`src/rtl/psram_port_arbiter.sv`:
```
// Round-robin arbiter sharing one PSRAM/HyperRAM phy command/data channel between N requesters.
// A grant covers a whole transaction; a progress watchdog aborts stalled transfers.
module psram_port_arbiter #(
   parameter int N       = 3,
   parameter int AW      = 24,
   parameter int DW      = 16,
   parameter int LW      = 6,
   parameter int TIMEOUT = 1024
) (
   input  logic                  clk,
   input  logic                  reset,
   input  logic [N-1:0]          req_cmd_valid,
   output logic [N-1:0]          req_cmd_ready,
   input  logic [N-1:0]          req_cmd_write,
   input  logic [N*AW-1:0]       req_cmd_addr,
   input  logic [N*LW-1:0]       req_cmd_len,
   input  logic [N-1:0]          req_wdata_valid,
   output logic [N-1:0]          req_wdata_ready,
   input  logic [N*DW-1:0]       req_wdata,
   input  logic [N*DW/8-1:0]     req_wmask,
   output logic [N-1:0]          req_rsp_valid,
   output logic [DW-1:0]         req_rsp_data,
   output logic                  mem_cmd_valid,
   input  logic                  mem_cmd_ready,
   output logic                  mem_cmd_write,
   output logic [AW-1:0]         mem_cmd_addr,
   output logic [LW-1:0]         mem_cmd_len,
   output logic                  mem_wdata_valid,
   input  logic                  mem_wdata_ready,
   output logic [DW-1:0]         mem_wdata,
   output logic [DW/8-1:0]       mem_wmask,
   input  logic                  mem_rsp_valid,
   input  logic [DW-1:0]         mem_rsp_data,
   output logic [$clog2(N)-1:0]  grant_id,
   output logic                  busy,
   output logic                  err_timeout,
   output logic                  err_stray_rsp
);

   localparam int GW  = $clog2(N);
   localparam int MW  = DW / 8;
   localparam int WDW = $clog2(TIMEOUT + 1);

   typedef enum logic [1:0] {IDLE, CMD, WDATA, RDATA} state_e;

   state_e          state_q, state_d;
   logic [GW-1:0]   grant_q, grant_d;
   logic [GW-1:0]   last_q, last_d;
   logic            write_q, write_d;
   logic [LW-1:0]   len_q, len_d;
   logic [LW-1:0]   cnt_q, cnt_d;
   logic [WDW-1:0]  wdog_q, wdog_d;
   logic            err_timeout_q, err_timeout_d;
   logic            err_stray_q, err_stray_d;

   logic            pick_found;
   logic [GW-1:0]   pick_idx;
   logic [GW-1:0]   cand;
   logic            hs;

   // Search upward from the requester after the last winner, wrapping modulo N.
   always_comb begin
      pick_found = 1'b0;
      pick_idx   = '0;
      cand       = '0;
      for (int k = 1; k <= N; k++) begin
         cand = GW'((int'(last_q) + k) % N);
         if (!pick_found && req_cmd_valid[cand]) begin
            pick_found = 1'b1;
            pick_idx   = cand;
         end
      end
   end

   always_comb begin
      // NOTE: every signal written here gets a default first, so no path can infer a latch.
      state_d         = state_q;
      grant_d         = grant_q;
      last_d          = last_q;
      write_d         = write_q;
      len_d           = len_q;
      cnt_d           = cnt_q;
      wdog_d          = '0;
      err_timeout_d   = err_timeout_q;
      err_stray_d     = err_stray_q | (mem_rsp_valid && (state_q != RDATA));
      hs              = 1'b0;
      req_cmd_ready   = '0;
      req_wdata_ready = '0;
      req_rsp_valid   = '0;
      req_rsp_data    = '0;
      mem_cmd_valid   = 1'b0;
      mem_cmd_write   = 1'b0;
      mem_cmd_addr    = '0;
      mem_cmd_len     = '0;
      mem_wdata_valid = 1'b0;
      mem_wdata       = '0;
      mem_wmask       = '0;

      case (state_q)
         IDLE: begin
            if (pick_found) begin
               grant_d = pick_idx;
               write_d = req_cmd_write[pick_idx];
               len_d   = req_cmd_len[pick_idx*LW +: LW];
               state_d = CMD;
            end
         end
         CMD: begin
            mem_cmd_valid          = req_cmd_valid[grant_q];
            mem_cmd_write          = req_cmd_write[grant_q];
            mem_cmd_addr           = req_cmd_addr[grant_q*AW +: AW];
            mem_cmd_len            = req_cmd_len[grant_q*LW +: LW];
            req_cmd_ready[grant_q] = mem_cmd_ready;
            if (!req_cmd_valid[grant_q]) begin
               state_d = IDLE;
            end else if (mem_cmd_ready) begin
               hs      = 1'b1;
               cnt_d   = len_q;
               last_d  = grant_q;
               state_d = write_q ? WDATA : RDATA;
            end
         end
         WDATA: begin
            mem_wdata_valid          = req_wdata_valid[grant_q];
            mem_wdata                = req_wdata[grant_q*DW +: DW];
            mem_wmask                = req_wmask[grant_q*MW +: MW];
            req_wdata_ready[grant_q] = mem_wdata_ready;
            if (req_wdata_valid[grant_q] && mem_wdata_ready) begin
               hs = 1'b1;
               if (cnt_q == '0) state_d = IDLE;
               else             cnt_d   = cnt_q - LW'(1);
            end
         end
         RDATA: begin
            req_rsp_valid[grant_q] = mem_rsp_valid;
            req_rsp_data           = mem_rsp_data;
            if (mem_rsp_valid) begin
               hs = 1'b1;
               if (cnt_q == '0) state_d = IDLE;
               else             cnt_d   = cnt_q - LW'(1);
            end
         end
         default: state_d = IDLE;
      endcase

      // Watchdog: the TIMEOUT-th consecutive cycle without a handshake aborts the transaction.
      if (state_q != IDLE && !hs) begin
         if (wdog_q == WDW'(TIMEOUT - 1)) begin
            err_timeout_d = 1'b1;
            state_d       = IDLE;
         end else begin
            wdog_d = wdog_q + WDW'(1);
         end
      end
   end

   // NOTE: state registers use non-blocking assignments so all flops sample pre-edge values together.
   always_ff @(posedge clk or posedge reset) begin
      if (reset) begin
         state_q       <= IDLE;
         grant_q       <= '0;
         last_q        <= GW'(N - 1);
         write_q       <= 1'b0;
         len_q         <= '0;
         cnt_q         <= '0;
         wdog_q        <= '0;
         err_timeout_q <= 1'b0;
         err_stray_q   <= 1'b0;
      end else begin
         state_q       <= state_d;
         grant_q       <= grant_d;
         last_q        <= last_d;
         write_q       <= write_d;
         len_q         <= len_d;
         cnt_q         <= cnt_d;
         wdog_q        <= wdog_d;
         err_timeout_q <= err_timeout_d;
         err_stray_q   <= err_stray_d;
      end
   end

   assign grant_id      = grant_q;
   assign busy          = (state_q != IDLE);
   assign err_timeout   = err_timeout_q;
   assign err_stray_rsp = err_stray_q;

endmodule

```
`config.mk`:
```
export PLATFORM = sky130hd
export DESIGN_NAME = psram_port_arbiter
export DESIGN_NICKNAME = d
export VERILOG_FILES = /design/src/rtl/psram_port_arbiter.sv
export SDC_FILE = /design/constraint.sdc
export NUM_CORES = 1
export LEC_CHECK = 0
export ABC_AREA = 1
export BUFFER_PORTS_ARGS = -buffer_cell sky130_fd_sc_hd__buf_2
export CAP_MARGIN = 30
export CELL_PAD_IN_SITES_DETAIL_PLACEMENT = 1
export CELL_PAD_IN_SITES_GLOBAL_PLACEMENT = 2
export CORE_AREA = 8 8 148 150
export CTS_CLUSTER_DIAMETER = 50
export DETAILED_ROUTE_END_ITERATION = 8
export DIE_AREA = 0 0 156 158
export GPL_ROUTABILITY_DRIVEN = 1
export PLACE_DENSITY = 0.85
export SLEW_MARGIN = 20
export SYNTH_ARGS = -nofsm -noshare
export SYNTH_HDL_FRONTEND = slang
export SYNTH_SLANG_ARGS = --single-unit
```
`constraint.sdc`:
```
create_clock -name clk -period 2.65 [get_ports clk]
set_input_delay 0 -clock clk [delete_from_list [all_inputs] [get_ports clk]]
set_output_delay 0 -clock clk [all_outputs]
set_load 0.01 [all_outputs]
```
==> results.toml <==
[status]
outcome = "finished clean"

[routing]
drc_errors = 0
first_pass_iters = 4
first_iter_violations = 187
viasPerCell = 4.249
routedWlPerCell_microns = 15.19
ant_nets = 0
wl_mm = 17.63
num_vias = 4929

[final_layout]
layout_commonest_cell = "buf_2"
finalInstanceArea_sq_um = 5331
drive_above_1_share_pct = 34.98
area_delta_synth_final_pct = 47.13
final_cell_mix = "254 x buf_2, 206 x nand2_1, 117 x nand3_1"
final_nets = 1067

[yosys]
synth_mux_area_share_pct = 0
synthCells = 648
synth_top_family_by_area = "simple AND/OR/NAND/NOR gates"
ys_seq_area_share_pct = 22.13
synth_xor_area_share_pct = 1.209
syn-cell-area_sq_um = 3623
synth_compound_area_share_pct = 9.496
synth.largest_area_cell = "dfrtp_1"
synthDistinctLibCells = 37
synth_fa_ha_area_share_pct = 1.727
synth_area_leaders = "dfrtp_1 21%, nand2_1 21%, nand3_1 16%"
synth_nets = 827
synth_top_area_share_pct = 21.41
synth-seq-cells = 32
synthSimpleGateAreaFrac_pct = 48.96
syn_avg_cell_area_sq_um = 5.592
yosys_warnings = 0

[critical_path]
crit_type = "flop to flop"
end_kind = "flop"
crit_fanout = 12
critPathRequiredTime_ps = 2810
r2r_setup_slack_ps = 290
start_kind = "flop"
arrival_ps = 2530

[pwr]
p_leak_nw = 3.318
power_density_nw_per_um2 = 1016
finalPower_mw = 5.415
seqPwrFrac_pct = 15.1
peakVddDrop_mv = 0.3713
intPower_mw = 2.385
power.switching_mw = 3.030
clockPowerShare_pct = 11.3
p_sw_share_pct = 55.96
p_comb_share_pct = 73.6

[global_route]
grt_pass1_vias = 5384
track_usage_pct = 14.00
grt_max_degree = 44
grt_overflow = 0
grt_pass1_wl_mm = 27.81
antenna_found_initial = 3

[placement]
placed_cell_area_sq_um = 5162
hpwl_mm = 14.59
globalplace.congestion = 0.7897
io_buffers = 254

[flow_run]
max_cap_violations = 0

[sta]
setup_viol = 0
maxSlewHeadroom_pct = 55.39
fin_tns_setup_ps = 0
worst_slew_pin_slew_ps = 668.5
hold_viol = 0
clock_skew_ps = 9.808
rsz0062_at_grt = "no"
final.min_clock_period_ps = 2365
timing.final.crit_share_pct = 89.24
drv_slew = 0
clock.fmax_ghz = 0.4229

[clock_network]
cts_sinks = 32
cts_tree = "done"
cts_resized = 0
clockBufferDepth = 2
cts.clk_slew.worst_paths_ps = 60
cts_buffers = 5
clockRootBuffer = "clkbuf_16"
clk_latency_ps = 280
htreeDepth = 2

[min_path]
hold_path_class = "primary input to flop"

[die]
coreArea_sq_um = 19710
die_area_sq_um = 24650
dieWidth_microns = 156
initial_core_util_pct = 18.38
rows = 52
io_pins = 255
dieHeight_microns = 158
[Yosys cell counts]
cell type  count
nor2_4         2
nand2_2       13
xor2_1         4
a21oi_2        1
o31ai_1        1
a31oi_1        3
ha_1           5
buf_6          3
nand3_2        2
nand3_1      117
nor2_2         5
clkbuf_1      19
nand2_1      206
inv_1        110
a21oi_1       12
o221ai_4       1
or2_2          1
buf_4          3
a21boi_1       1
o211ai_1       4
xnor2_1        1
buf_2          3
nor2_1        42
dfstp_2        1
buf_1          5
o221ai_1       3
o21ai_2        4
inv_2          6
o22ai_1        1
nor3_4         1
nor3_1         9
o21ai_0       12
nor3b_1        3
nand4_1        2
o21ai_1       10
dfrtp_1       31
o21bai_1       1
[layout make-up]
cell class / instances / area [sq um]
Sequential cell: 32 / 803.3
Inverter: 116 / 435.4
Fill cell: 2665 / 14380
Multi-Input combinational cell: 467 / 2232
Antenna cell: 1 / 2.502
Clock buffer: 8 / 156.4
Timing Repair Buffer: 266 / 1364
Tap cell: 270 / 337.8
[worst max-delay path: stages (launching register included)]
cell	delay, ps
dfstp_2	540
ha_1	330
inv_1	120
nand2_1	80
nand3_1	60
nand2_1	100
nand3_1	90
nand2_1	360
inv_1	260
nand3_1	150
nand2_1	60
inv_1	50
nand2_1	40
[final timing paths]
path | start | to | cells after the start
worst max-delay path | last_q[1] | len_q[5] | 12
worst min register to register | err_timeout | err_timeout | 2
min in group asynchronous | reset | len_q[1] | 3
worst min-delay path | req_cmd_len[3] | len_q[3] | 3
max in group asynchronous | reset | cnt_q[0] | 4
worst max register to register | last_q[1] | len_q[5] | 12
[kinds of logic after synthesis]
group | count (synthesis)
AOI/OAI and AO/OA | 54
xor gates and xnor gates | 5
adders and majority gates | 5
buffers and inverters | 149
DFF | 32
and+or+nand+nor | 403
[registers in the layout (all words and copies together) (netlist names), 2 cells and up]
register and cells:
cnt_q 6, wdog_q 11, grant_id 2, last_q 2, state_q 2, len_q 6
[through the flow]
step,worst slack (ps),utilization (%),hold slack (ps),std cells
global route,4.932,27.04,34.13,1160
detailed placement,310.4,26.19,139.0,1150
CTS,291.5,27.03,19.39,1159
finish,285.2,27.04,16.15,1160
global placement,406.7,26.19,125.1,1150
floorplan,796.4,-,87.13,648
[power groups by stage]
stage	clock network, mW	logic (mW)	registers, mW
finish	0.610	3.99	0.818
global route	0.638	4.57	0.844
CTS	0.623	4.10	0.819
detailed placement	0	4.06	0.826
global placement	0	4.03	0.817
floorplan	0	2.82	0.764
[metal layers]
layer	vias to the layer above	share of wire, %	track usage, %
met4	4	1.0	2.449
li1	2500	-	-
met3	16	11	6.443
met5	-	0.15	0
met1	2225	39	15.37
met2	184	48	24.55
[timing repair]
| item | in CTS | in global routing |
|---|---|---|
| hold buffers | 1 | 0 |
| endpoints found under the hold margin | 13 | 0 |
| buffers inserted | 0 | 0 |
(Power assumes the default switching activity.)
